$ cat config.mk
export PLATFORM = sky130hd
export DESIGN_NAME = window_ctrl
export DESIGN_NICKNAME = d
export VERILOG_FILES = /design/src/rtl/window_pkg.sv /design/src/rtl/window_mod_step.sv /design/src/rtl/window_ctrl.sv
export SDC_FILE = /design/constraint.sdc
export NUM_CORES = 1
export LEC_CHECK = 0
export CAP_MARGIN = 10
export CORE_MARGIN = 2
export CORE_UTILIZATION = 42
export DETAILED_ROUTE_END_ITERATION = 10
export MAX_ROUTING_LAYER = met4
export PLACE_DENSITY_LB_ADDON = 0.12
export SETUP_SLACK_MARGIN = 0.4
export SYNTH_ARGS = -nofsm -noshare
export SYNTH_HDL_FRONTEND = slang
export SYNTH_SLANG_ARGS = --single-unit
$ cat constraint.sdc
create_clock -name Clk -period 3.7 [get_ports Clk]
set_input_delay 0.925 -clock Clk [delete_from_list [all_inputs] [get_ports Clk]]
set_output_delay 0.925 -clock Clk [all_outputs]
set_load 0.005 [all_outputs]
$ cat src/rtl/window_pkg.sv
// window_pkg: shared types and constants for the SPARC V8 register-window
// controller.
//   - op_e    : request opcodes as presented on req_op
//   - state_e : controller FSM states
//   - TT_*    : trap types raised to the trap unit
package window_pkg;

  typedef enum logic [1:0] {
    OP_SAVE    = 2'b00,
    OP_RESTORE = 2'b01,
    OP_RETT    = 2'b10,
    OP_WRCWP   = 2'b11
  } op_e;

  typedef enum logic [1:0] {
    ST_IDLE   = 2'd0,
    ST_EVAL   = 2'd1,
    ST_COMMIT = 2'd2,
    ST_TRAP   = 2'd3
  } state_e;

  localparam logic [7:0] TT_WIN_OVF = 8'h05;
  localparam logic [7:0] TT_WIN_UNF = 8'h06;
  localparam logic [7:0] TT_ILLEGAL = 8'h02;

endpackage

$ cat src/rtl/window_mod_step.sv
// window_mod_step: combinational modulo-NWINDOWS step of a window pointer.
//   cwp_i : current window pointer (always < NWINDOWS)
//   dec_i : 1 = step down (0 wraps to NWINDOWS-1), 0 = step up
//           (NWINDOWS-1 wraps to 0)
//   cwp_o : stepped window pointer
module window_mod_step #(
  parameter int NWINDOWS = 8,
  parameter int CWP_W    = 5
) (
  input  logic [CWP_W-1:0] cwp_i,
  input  logic             dec_i,
  output logic [CWP_W-1:0] cwp_o
);

  localparam logic [CWP_W-1:0] LAST = CWP_W'(NWINDOWS - 1);

  always_comb begin
    cwp_o = '0;
    if (dec_i) begin
      cwp_o = (cwp_i == '0) ? LAST : (cwp_i - CWP_W'(1));
    end else begin
      cwp_o = (cwp_i == LAST) ? '0 : (cwp_i + CWP_W'(1));
    end
  end

endmodule

$ cat src/rtl/window_ctrl.sv
// window_ctrl: register-window controller for the SPARC V8 integer unit.
// Owns CWP and WIM. Sequences SAVE / RESTORE / RETT / WRCWP requests from
// decode, checks the target window against WIM and either commits the new
// CWP or raises a window overflow / underflow / illegal trap.
//
// Ports:
//   Clk, Clr           : clock (rising edge), asynchronous active-low reset
//   req_valid/req_ready: request handshake; ready only while idle
//   req_op, req_cwp    : opcode (window_pkg::op_e) and WRCWP target
//   wim_we, wim_wdata  : WIM write; bits at and above NWINDOWS read as 0
//   trap_valid/trap_tt : trap request to the trap unit, held until trap_ack
//   trap_ack           : trap unit accepts the trap
//   done, done_trap    : one-cycle completion pulse, done_trap = trapped
//   cwp, wim           : current window pointer and window invalid mask
//   ovf_count, unf_count (WIN_STATS_EN only): saturating counts of acked
//                        overflow / underflow traps
//
// Build option: define WIN_STATS_EN to add the trap statistics counters.
module window_ctrl
  import window_pkg::*;
#(
  parameter int NWINDOWS = 8,
  parameter int CWP_W    = 5
) (
  input  logic             Clk,
  input  logic             Clr,
  input  logic             req_valid,
  output logic             req_ready,
  input  logic [1:0]       req_op,
  input  logic [CWP_W-1:0] req_cwp,
  input  logic             wim_we,
  input  logic [31:0]      wim_wdata,
  output logic             trap_valid,
  output logic [7:0]       trap_tt,
  input  logic             trap_ack,
  output logic             done,
  output logic             done_trap,
`ifdef WIN_STATS_EN
  output logic [15:0]      ovf_count,
  output logic [15:0]      unf_count,
`endif
  output logic [CWP_W-1:0] cwp,
  output logic [31:0]      wim
);

  localparam logic [31:0] WIM_MASK =
    (NWINDOWS >= 32) ? 32'hFFFF_FFFF : 32'((64'd1 << NWINDOWS) - 64'd1);

  state_e           state_q;
  op_e              op_q;
  logic [CWP_W-1:0] op_cwp_q;
  logic [CWP_W-1:0] tgt_q;
  logic [CWP_W-1:0] cwp_q;
  logic [31:0]      wim_q;
  logic             trap_valid_q;
  logic [7:0]       trap_tt_q;
  logic             done_q;
  logic             done_trap_q;

  logic [CWP_W-1:0] step_tgt;
  logic [CWP_W-1:0] trap_cwp;
  logic [CWP_W-1:0] eval_tgt_d;
  logic             eval_trap_d;
  logic [7:0]       eval_tt_d;

  // Neighbour window for SAVE (down) or RESTORE/RETT (up).
  window_mod_step #(
    .NWINDOWS (NWINDOWS),
    .CWP_W    (CWP_W)
  ) u_step_tgt (
    .cwp_i (cwp_q),
    .dec_i (op_q == OP_SAVE),
    .cwp_o (step_tgt)
  );

  // Trap entry always moves one window down, without a WIM check.
  window_mod_step #(
    .NWINDOWS (NWINDOWS),
    .CWP_W    (CWP_W)
  ) u_step_trap (
    .cwp_i (cwp_q),
    .dec_i (1'b1),
    .cwp_o (trap_cwp)
  );

  // Evaluation uses the registered WIM, so a WIM write landing on the EVAL
  // edge only affects later requests.
  always_comb begin
    eval_tgt_d  = step_tgt;
    eval_trap_d = 1'b0;
    eval_tt_d   = '0;
    unique case (op_q)
      OP_SAVE: begin
        eval_trap_d = wim_q[step_tgt];
        eval_tt_d   = TT_WIN_OVF;
      end
      OP_RESTORE, OP_RETT: begin
        eval_trap_d = wim_q[step_tgt];
        eval_tt_d   = TT_WIN_UNF;
      end
      OP_WRCWP: begin
        eval_tgt_d  = op_cwp_q;
        eval_trap_d = ({1'b0, op_cwp_q} >= (CWP_W + 1)'(NWINDOWS));
        eval_tt_d   = TT_ILLEGAL;
      end
      default: ;
    endcase
  end

  always_ff @(posedge Clk or negedge Clr) begin
    if (!Clr) begin
      state_q      <= ST_IDLE;
      op_q         <= OP_SAVE;
      op_cwp_q     <= '0;
      tgt_q        <= '0;
      cwp_q        <= '0;
      wim_q        <= '0;
      trap_valid_q <= 1'b0;
      trap_tt_q    <= '0;
      done_q       <= 1'b0;
      done_trap_q  <= 1'b0;
    end else begin
      done_q      <= 1'b0;
      done_trap_q <= 1'b0;

      if (wim_we) begin
        wim_q <= wim_wdata & WIM_MASK;
      end

      unique case (state_q)
        ST_IDLE: begin
          if (req_valid) begin
            op_q     <= op_e'(req_op);
            op_cwp_q <= req_cwp;
            state_q  <= ST_EVAL;
          end
        end
        ST_EVAL: begin
          if (eval_trap_d) begin
            trap_valid_q <= 1'b1;
            trap_tt_q    <= eval_tt_d;
            state_q      <= ST_TRAP;
          end else begin
            tgt_q   <= eval_tgt_d;
            state_q <= ST_COMMIT;
          end
        end
        ST_COMMIT: begin
          cwp_q   <= tgt_q;
          done_q  <= 1'b1;
          state_q <= ST_IDLE;
        end
        ST_TRAP: begin
          if (trap_ack) begin
            cwp_q        <= trap_cwp;
            trap_valid_q <= 1'b0;
            done_q       <= 1'b1;
            done_trap_q  <= 1'b1;
            state_q      <= ST_IDLE;
          end
        end
        default: state_q <= ST_IDLE;
      endcase
    end
  end

`ifdef WIN_STATS_EN
  logic [15:0] ovf_count_q;
  logic [15:0] unf_count_q;

  always_ff @(posedge Clk or negedge Clr) begin
    if (!Clr) begin
      ovf_count_q <= '0;
      unf_count_q <= '0;
    end else if (state_q == ST_TRAP && trap_ack) begin
      if (trap_tt_q == TT_WIN_OVF && ovf_count_q != '1) begin
        ovf_count_q <= ovf_count_q + 16'd1;
      end
      if (trap_tt_q == TT_WIN_UNF && unf_count_q != '1) begin
        unf_count_q <= unf_count_q + 16'd1;
      end
    end
  end

  assign ovf_count = ovf_count_q;
  assign unf_count = unf_count_q;
`endif

  assign req_ready  = (state_q == ST_IDLE);
  assign trap_valid = trap_valid_q;
  assign trap_tt    = trap_tt_q;
  assign done       = done_q;
  assign done_trap  = done_trap_q;
  assign cwp        = cwp_q;
  assign wim        = wim_q;

endmodule

[After elaboration in Yosys (flattened, before gate mapping)]
Index checks and enable logic that the tools add are counted.
Word-level totals
  output and inout bits: 49
  bits of input ports: 44
  register bits after elaboration: 38
  logic and storage cells: 58
Cells by class
  mux-type cells: 20
  equal/unequal tests: 10
  $lt $le $gt $ge: 2
  add/subtract/negate cells: 2
  reduce and logical (&&, ||, !) cells: 13
  bitwise operators: 1
Operators with widths (count)
  $mux W5: 5
  $pmux W8 S3: 1
  $pmux W5 S2: 1
  $reduce_and A2 Y1: 5
  $eq A2 B2 Y1 const B: 4
  $pmux W2 S4: 1
  $lt A5 B6 Y1 const B: 1
  $mux W1: 6
  $ne A2 B2 Y1 const B: 3
  $pmux W1 S2: 3
  $add A5 B1 Y5 const B: 1
  $bmux W1 S5: 1
  $eq A5 B3 Y1 const B: 1
  $ge A5 B4 Y1 const B: 1
  $logic_not A5 Y1: 1
  $sub A5 B1 Y5 const B: 1
  $eq A2 B1 Y1 const B: 2
  $logic_not A2 Y1: 2
  $mux W2: 2
  $reduce_bool A2 Y1: 2
  $reduce_and A3 Y1: 1
  $reduce_or A3 Y1: 1
  $reduce_or A2 Y1: 1
  $not A1 Y1: 1

[Depth between registers and ports, before layout]
Gate-level depths: netlist of run 1.
  depth in word-level cells: 8
  depth in mapped cells: 10

[Hierarchy]
Synthesis of run 1 repeated with hierarchy kept, for this count alone.
Unflattened totals
  cell total of the unflattened synthesis: 215
  area, all modules: 2144.6 µm²
Modules (own cells, without submodules)
  window_ctrl: cells an instance 159, times used 1, area each 1741.7 µm²
  window_mod_step: cells an instance 28, times used 2, area each 201.4 µm²

[Least setup slack after synthesis of run 1]
Ideal clock, no wire load.
  path kind: reg-to-reg
  from: reg cwp_q[0] (netlist: cwp[0])
  to: reg tgt_q[0]
  data arrival time: 2872 ps
  slack: 703 ps
  path buffers: 2
  cell stages (with the launch flop): 10
  clock period less this slack: 2997 ps
  setup time: 125 ps
  cells stage by stage: dfrtp_1 -> clkbuf_1 -> inv_1 -> ha_1 -> buf_2 -> nand2_1 -> mux4_2 -> a311o_1 -> a311oi_4 -> mux2_2
Between the ends
  word-level cells in the longest chain between the ends: 8
  elaborated cells on any way between the ends: 13
  classes of those cells: 2 x add/sub; 1 x eq/ne; 7 x mux; 1 x bitwise; 2 x reduce/logical
RTL lines
  from (decl): line window_ctrl.sv:53  | logic [CWP_W-1:0] cwp_q;
  from (signal assigned): line window_ctrl.sv:149  | cwp_q <= tgt_q;
  from (signal assigned): line window_ctrl.sv:155  | cwp_q <= trap_cwp;
  $add A5 B1 Y5 (tied with other cells)
  $mux W5, on equally long branches: line window_mod_step.sv:22, window_mod_step.sv:20
  $mux W5 (*): line window_mod_step.sv:19  | if (dec_i) begin
  $bmux W1 S5: line window_ctrl.sv:94, window_ctrl.sv:98
  $mux W1 (implied by the code): line window_ctrl.sv:94, window_ctrl.sv:98
  $pmux W1 S2: line window_ctrl.sv:92  | unique case (op_q)
  $not A1 Y1 (no line)
  $reduce_and A2 Y1 (no line)
  to (signal assigned): line window_ctrl.sv:144  | tgt_q <= eval_tgt_d;
  to (decl): line window_ctrl.sv:52  | logic [CWP_W-1:0] tgt_q;
Mark *: on every way between the ends. The rest lies on a longest branch, timed or not. The select of a mux whose other input is x is not followed.
A chain may end at the register's enable or synchronous reset.

[Worst setup path in the final report of run 1]
  from: reg cwp_q[1] (netlist: cwp[1])
  to: reg tgt_q[2]
The elaborated chain is that of the path after synthesis.

==> flow_summary.toml, run 1 <==
[status]
outcome = "completed"

[clock_network]
cts_tree = "built"
clockBufferDepth = 2
path_clk_slew_ns = 0.07
htree_levels = 2
cts_made_buffers = 5
cts_resized = 0
cts.sinks = 33
clock_latency_ns = 0.29
cts-root-buf = "clkbuf_8"
cts_setup_buffers = 0
postCtsHoldBufs = 0

[final_layout]
area_growth_pct = 22.2
drive_gt1_share_pct = 16.0
nets = 307
utilization_pct = 54.2
num_antenna_cells = 0
fill_cells = 447

[global_route]
grt_overflow = 0
grt_pass1_vias = 1465
antenna_found_initial = 0
grt_usage_pct = 17.4
grt_max_degree = 34
grt_pass1_wl_mm = 7.20

[floorplan]
start_util_pct = 44.4
chipHeight_um = 75.3
die_w_um = 75.3
dieArea_mm2 = 0.00567
std_cell_rows = 25
boundaryPins = 93
core_mm2 = 0.00482

[setup_path]
worstPathArrival_ns = 3.15
r2r_end = "tgt_q[2]"
path_max_fanout = 7
endpoint = "tgt_q[2]"
reg2reg_slack_ns = 0.72
crit_required_ns = 3.87
crit_type = "reg2reg"
rr_worst_depth = 8
crit_path_start = "cwp[1]"
cp-start-kind = "flop"
crit_path_end_kind = "flop"
r2r-start = "cwp[1]"

[synth]
async_reset_ff_share_pct = 100
synth-edff-count = 0
synth.distinct_cells = 46
syn_area_mm2 = 0.00214
syn_avg_cell_area_um2 = 9.54
ys_ff_latch = 33
ys_seq_area_share_pct = 38.6
synth_flop_cell = "dfrtp_1"
yosysWarnings = 0
synth_cells = 224

[sta]
max_freq_ghz = 0.335
finClkSkew_ns = 0.00859
setup_tns_ns = 0
rsz0062_at_grt = "no"
hold_viol = 0
worst_slew_pin_slew_ns = 0.583
setup_viol = 0
report.final.slew_viol_count = 0
relSlewSlack_pct = 61.0
period_minus_slack_ns = 2.98
post-route-period-util_pct = 80.6

[route]
drc_errors = 0
avgViaCountPerCell = 5.04
drt_pass1_iterations = 4
ant_nets = 0
routed_wire_length_per_instance_um = 13.3
wl_mm = 4.39
dr_total_vias = 1658
drtIter0Drc = 69

[pwr]
p_leak_nw = 1.11
cellPowerDensity_mw_per_mm2 = 868
peakVddDrop_v = 0.000398

[placement]
io_buffer_count = 39
place_congestion = 0.874
place_hpwl_mm = 3.15

[min_path]
hp-start = "op_cwp_q[1]"
hp-class = "reg2reg"

[job]
max_cap_violations = 0
## logic make-up after synthesis
group | after synthesis | share of synthesized area, %
compound gates | 45 | 14.1
xor+xnor | 2 | 0.820
fa+ha+maj | 3 | 1.64
buf+inv | 47 | 13.5
flops | 33 | 38.6
mux | 28 | 15.1
other cells | 1 | 0.175
simple gates | 65 | 16.0
## flip-flops by register name (all words and copies together), names as in the netlist
name,flops
wim,8
cwp,5
op_cwp_q,5
tgt_q,5
trap_tt,3
op_q,2
state_q,2
done,1
done_trap,1
trap_valid,1
## per-stage QoR
step | hold slack [ns] | power (mW) | instance area [um^2] | instances | setup WS [ns]
final | 0.510 | 2.27 | 2610 | 329 | 0.718
after detailed placement | 0.499 | 1.87 | 2480 | 321 | 0.713
after global placement | 0.492 | 1.85 | 2480 | 321 | 0.739
after CTS | 0.518 | 2.29 | 2610 | 329 | 0.695
after floorplan | 0.475 | 1.52 | 2240 | 252 | 0.703
after global routing | 0.530 | 2.47 | 2610 | 329 | 0.579
## worst min path at each step
| stage | endpoint | slack [ns] | cells past startpoint |
|---|---|---|---|
| global placement | op_cwp_q[1] | 0.49 | 1 |
| global route | op_cwp_q[1] | 0.53 | 1 |
| finish | op_cwp_q[1] | 0.51 | 1 |
| CTS | op_cwp_q[1] | 0.52 | 1 |
| floorplan | op_cwp_q[1] | 0.47 | 1 |
| detailed placement | op_cwp_q[1] | 0.50 | 1 |
## report_power, final
| group | switching [mW] | internal [mW] |
|---|---|---|
| combinational | 0.576 | 0.599 |
| clock | 0.141 | 0.268 |
| sequential | 0.188 | 0.494 |
| total | 0.905 | 1.36 |
## synthesized netlist by cell type (5+ instances only)
library cell	count	area share [%]
inv_1	7	1.2
nand2b_1	6	1.8
a21oi_1	11	2.6
clkbuf_1	8	1.4
o21ai_0	16	3.7
nor2_1	14	2.5
or2_2	5	1.5
mux2_2	21	11
buf_4	29	10
nand3_1	6	1.4
nand2_1	15	2.6
mux2i_1	5	2.3
dfrtp_1	33	39
## critical path, stage by stage (launching register included)
cell and delay, ns:
dfrtp_1 0.45, inv_1 0.08, ha_1 0.28, or4b_4 0.54, a2111o_1 0.42, nand4_1 0.11, mux2i_2 0.14, a311oi_4 0.46
mux2_2 0.38
## cell type report
type | count | area, um^2 | area share (%)
Sequential cell | 33 | 826 | 31.6
Inverter | 7 | 26.3 | 1.01
Tap cell | 67 | 83.8 | 3.21
Clock inverter | 3 | 65.1 | 2.49
Timing Repair Buffer | 42 | 413 | 15.8
Multi-Input combinational cell | 172 | 1130 | 43.2
Clock buffer | 5 | 68.8 | 2.64
## cell usage in the layout, fill, tap and decap left out, drive strengths merged, types with 5 or more instances in the layout
cell	netlist	final
clkdlybuf4s50	0	39
conb	1	29
mux2	21	21
mux2i	6	6
nor2	14	14
inv	7	7
clkbuf	8	5
or2	5	5
nand2b	6	6
a21oi	11	11
o21ai	16	16
nand2	15	15
nand3	6	6
dfrtp	33	33
## metal layers
| layer | vias up | routed length, um | part of all wire, % | track usage (%) |
|---|---|---|---|---|
| li1 | 817 | - | - | - |
| met5 | - | 0 | 0 | - |
| met2 | 54 | 2030 | 46 | 25.2 |
| met3 | 6 | 185 | 4.2 | 3.17 |
| met4 | 0 | 76 | 1.7 | 7.60 |
| met1 | 781 | 2090 | 48 | 23.8 |
No activity file was read; power rests on OpenSTA's default activity.
==> run 2, diff against run 1 <==
==> constraint.sdc (replaced) <==
create_clock -name Clk -period 3 [get_ports Clk]
set_input_delay 0.75 -clock Clk [delete_from_list [all_inputs] [get_ports Clk]]
set_output_delay 0.75 -clock Clk [all_outputs]
set_load 0.005 [all_outputs]
==> flow_summary.toml, run 2 (same netlist as run 1, synthesis figures left out) <==
[status]
outcome = "completed"

[global_route]
grt_max_degree = 34
grt_pass1_wl_mm = 7.60
antenna_found_initial = 0
grt_usage_pct = 18.5
grt_overflow = 0
grt_pass1_vias = 1554

[sta]
report.final.slew_viol_count = 0
setup_tns_ns = 0
post-route-period-util_pct = 90.0
rsz0062_at_grt = "yes"
period_minus_slack_ns = 2.70
hold_viol = 0
finClkSkew_ns = 0.00827
max_freq_ghz = 0.370
setup_viol = 0

[route]
wl_mm = 4.67
drtIter0Drc = 110
drc_errors = 0
routed_wire_length_per_instance_um = 13.6
ant_nets = 0
avgViaCountPerCell = 5.07
dr_total_vias = 1739
drt_pass1_iterations = 4

[pwr]
peakVddDrop_v = 0.000466
cellPowerDensity_mw_per_mm2 = 1110
p_leak_nw = 1.18
power_mw = 3.06

[floorplan]
start_util_pct = 44.4
core_mm2 = 0.00482
std_cell_rows = 25
chipHeight_um = 75.3
die_w_um = 75.3
dieArea_mm2 = 0.00567
boundaryPins = 93

[placement]
io_buffer_count = 39
place_congestion = 0.804
place_hpwl_mm = 3.39
dpl.cell_count = 328
placed_area_mm2 = 0.00257

[min_path]
hp-class = "reg2reg"

[clock_network]
clockBufferDepth = 2
postCtsHoldBufs = 0
clock_latency_ns = 0.29
cts.sinks = 33
cts-root-buf = "clkbuf_8"
cts_made_buffers = 5
htree_levels = 2
path_clk_slew_ns = 0.06
cts_tree = "built"

[final_layout]
drive_gt1_share_pct = 23.2
nets = 321
num_antenna_cells = 0
utilization_pct = 57.2
finalNonFillerCells = 343
fill_cells = 454
final_common_cell = "clkdlybuf4s50_1"
stdcell_area_mm2 = 0.00276
largest_reg_flops = 8
final_cell_mix = "clkdlybuf4s50_1, dfrtp_1, conb_1"
area_growth_pct = 28.9

[setup_path]
crit_required_ns = 3.17
reg2reg_slack_ns = 0.30
worstPathArrival_ns = 2.87
crit_path_end_kind = "flop"
cp-start-kind = "flop"
path_max_fanout = 7
crit_type = "reg2reg"

[job]
max_cap_violations = 0
## run 2: final cells by class
class | count | area [um^2] | share of cell area, %
clock buffers | 7 | 86.3 | 3.13
clock inverters | 1 | 30.0 | 1.09
inverters | 7 | 28.8 | 1.04
multi-input cells | 172 | 1180 | 42.8
flip-flops and latches | 33 | 828 | 30.1
well taps | 67 | 83.8 | 3.04
repair buffers | 56 | 518 | 18.8
## run 2: critical path, cell delays in order (launching register included)
cell      delay, ns
dfrtp_2        0.44
inv_2          0.08
ha_4           0.21
or2_4          0.22
mux4_2         0.47
a311o_2        0.37
a311oi_4       0.32
buf_4          0.18
mux2_4         0.29
## run 2: per-stage QoR
stage                     setup slack [ns]  hold slack, ns
after floorplan                      0.227           0.454
after global placement              0.0632           0.492
after detailed placement            0.0555           0.497
after CTS                            0.344           0.513
after global routing                 0.253           0.530
final                                0.301           0.506
## run 2: report_power, final
| part | internal, mW | switching, mW |
|---|---|---|
| logic | 0.968 | 0.903 |
| registers | 0.614 | 0.136 |
| clock network | 0.271 | 0.164 |
| total | 1.85 | 1.20 |
## run 2: final timing paths
kind,startpoint,to,cells past startpoint
worst max register to register,cwp[1],tgt_q[3],8
min in group asynchronous,Clr,wim[4],2
worst min register to register,op_cwp_q[1],op_cwp_q[1],1
worst max-delay path,cwp[1],tgt_q[3],8
max in group asynchronous,Clr,cwp[1],2
worst min-delay path,op_cwp_q[1],op_cwp_q[1],1
## run 2: per-layer routing
| layer | vias up | track usage, % | wire, um |
|---|---|---|---|
| li1 | 840 | - | - |
| met1 | 830 | 26.0 | 2200 |
| met2 | 64 | 26.8 | 2160 |
| met3 | 5 | 3.17 | 252 |
| met4 | 0 | 7.02 | 63 |
| met5 | - | - | 0 |
## run 2: repair_timing
item                                    4_1_cts  5_1_grt
buffers inserted                              6        1
pin swaps                                     4        0
gates resized for setup                       5        1
endpoints found under the setup margin        5        4
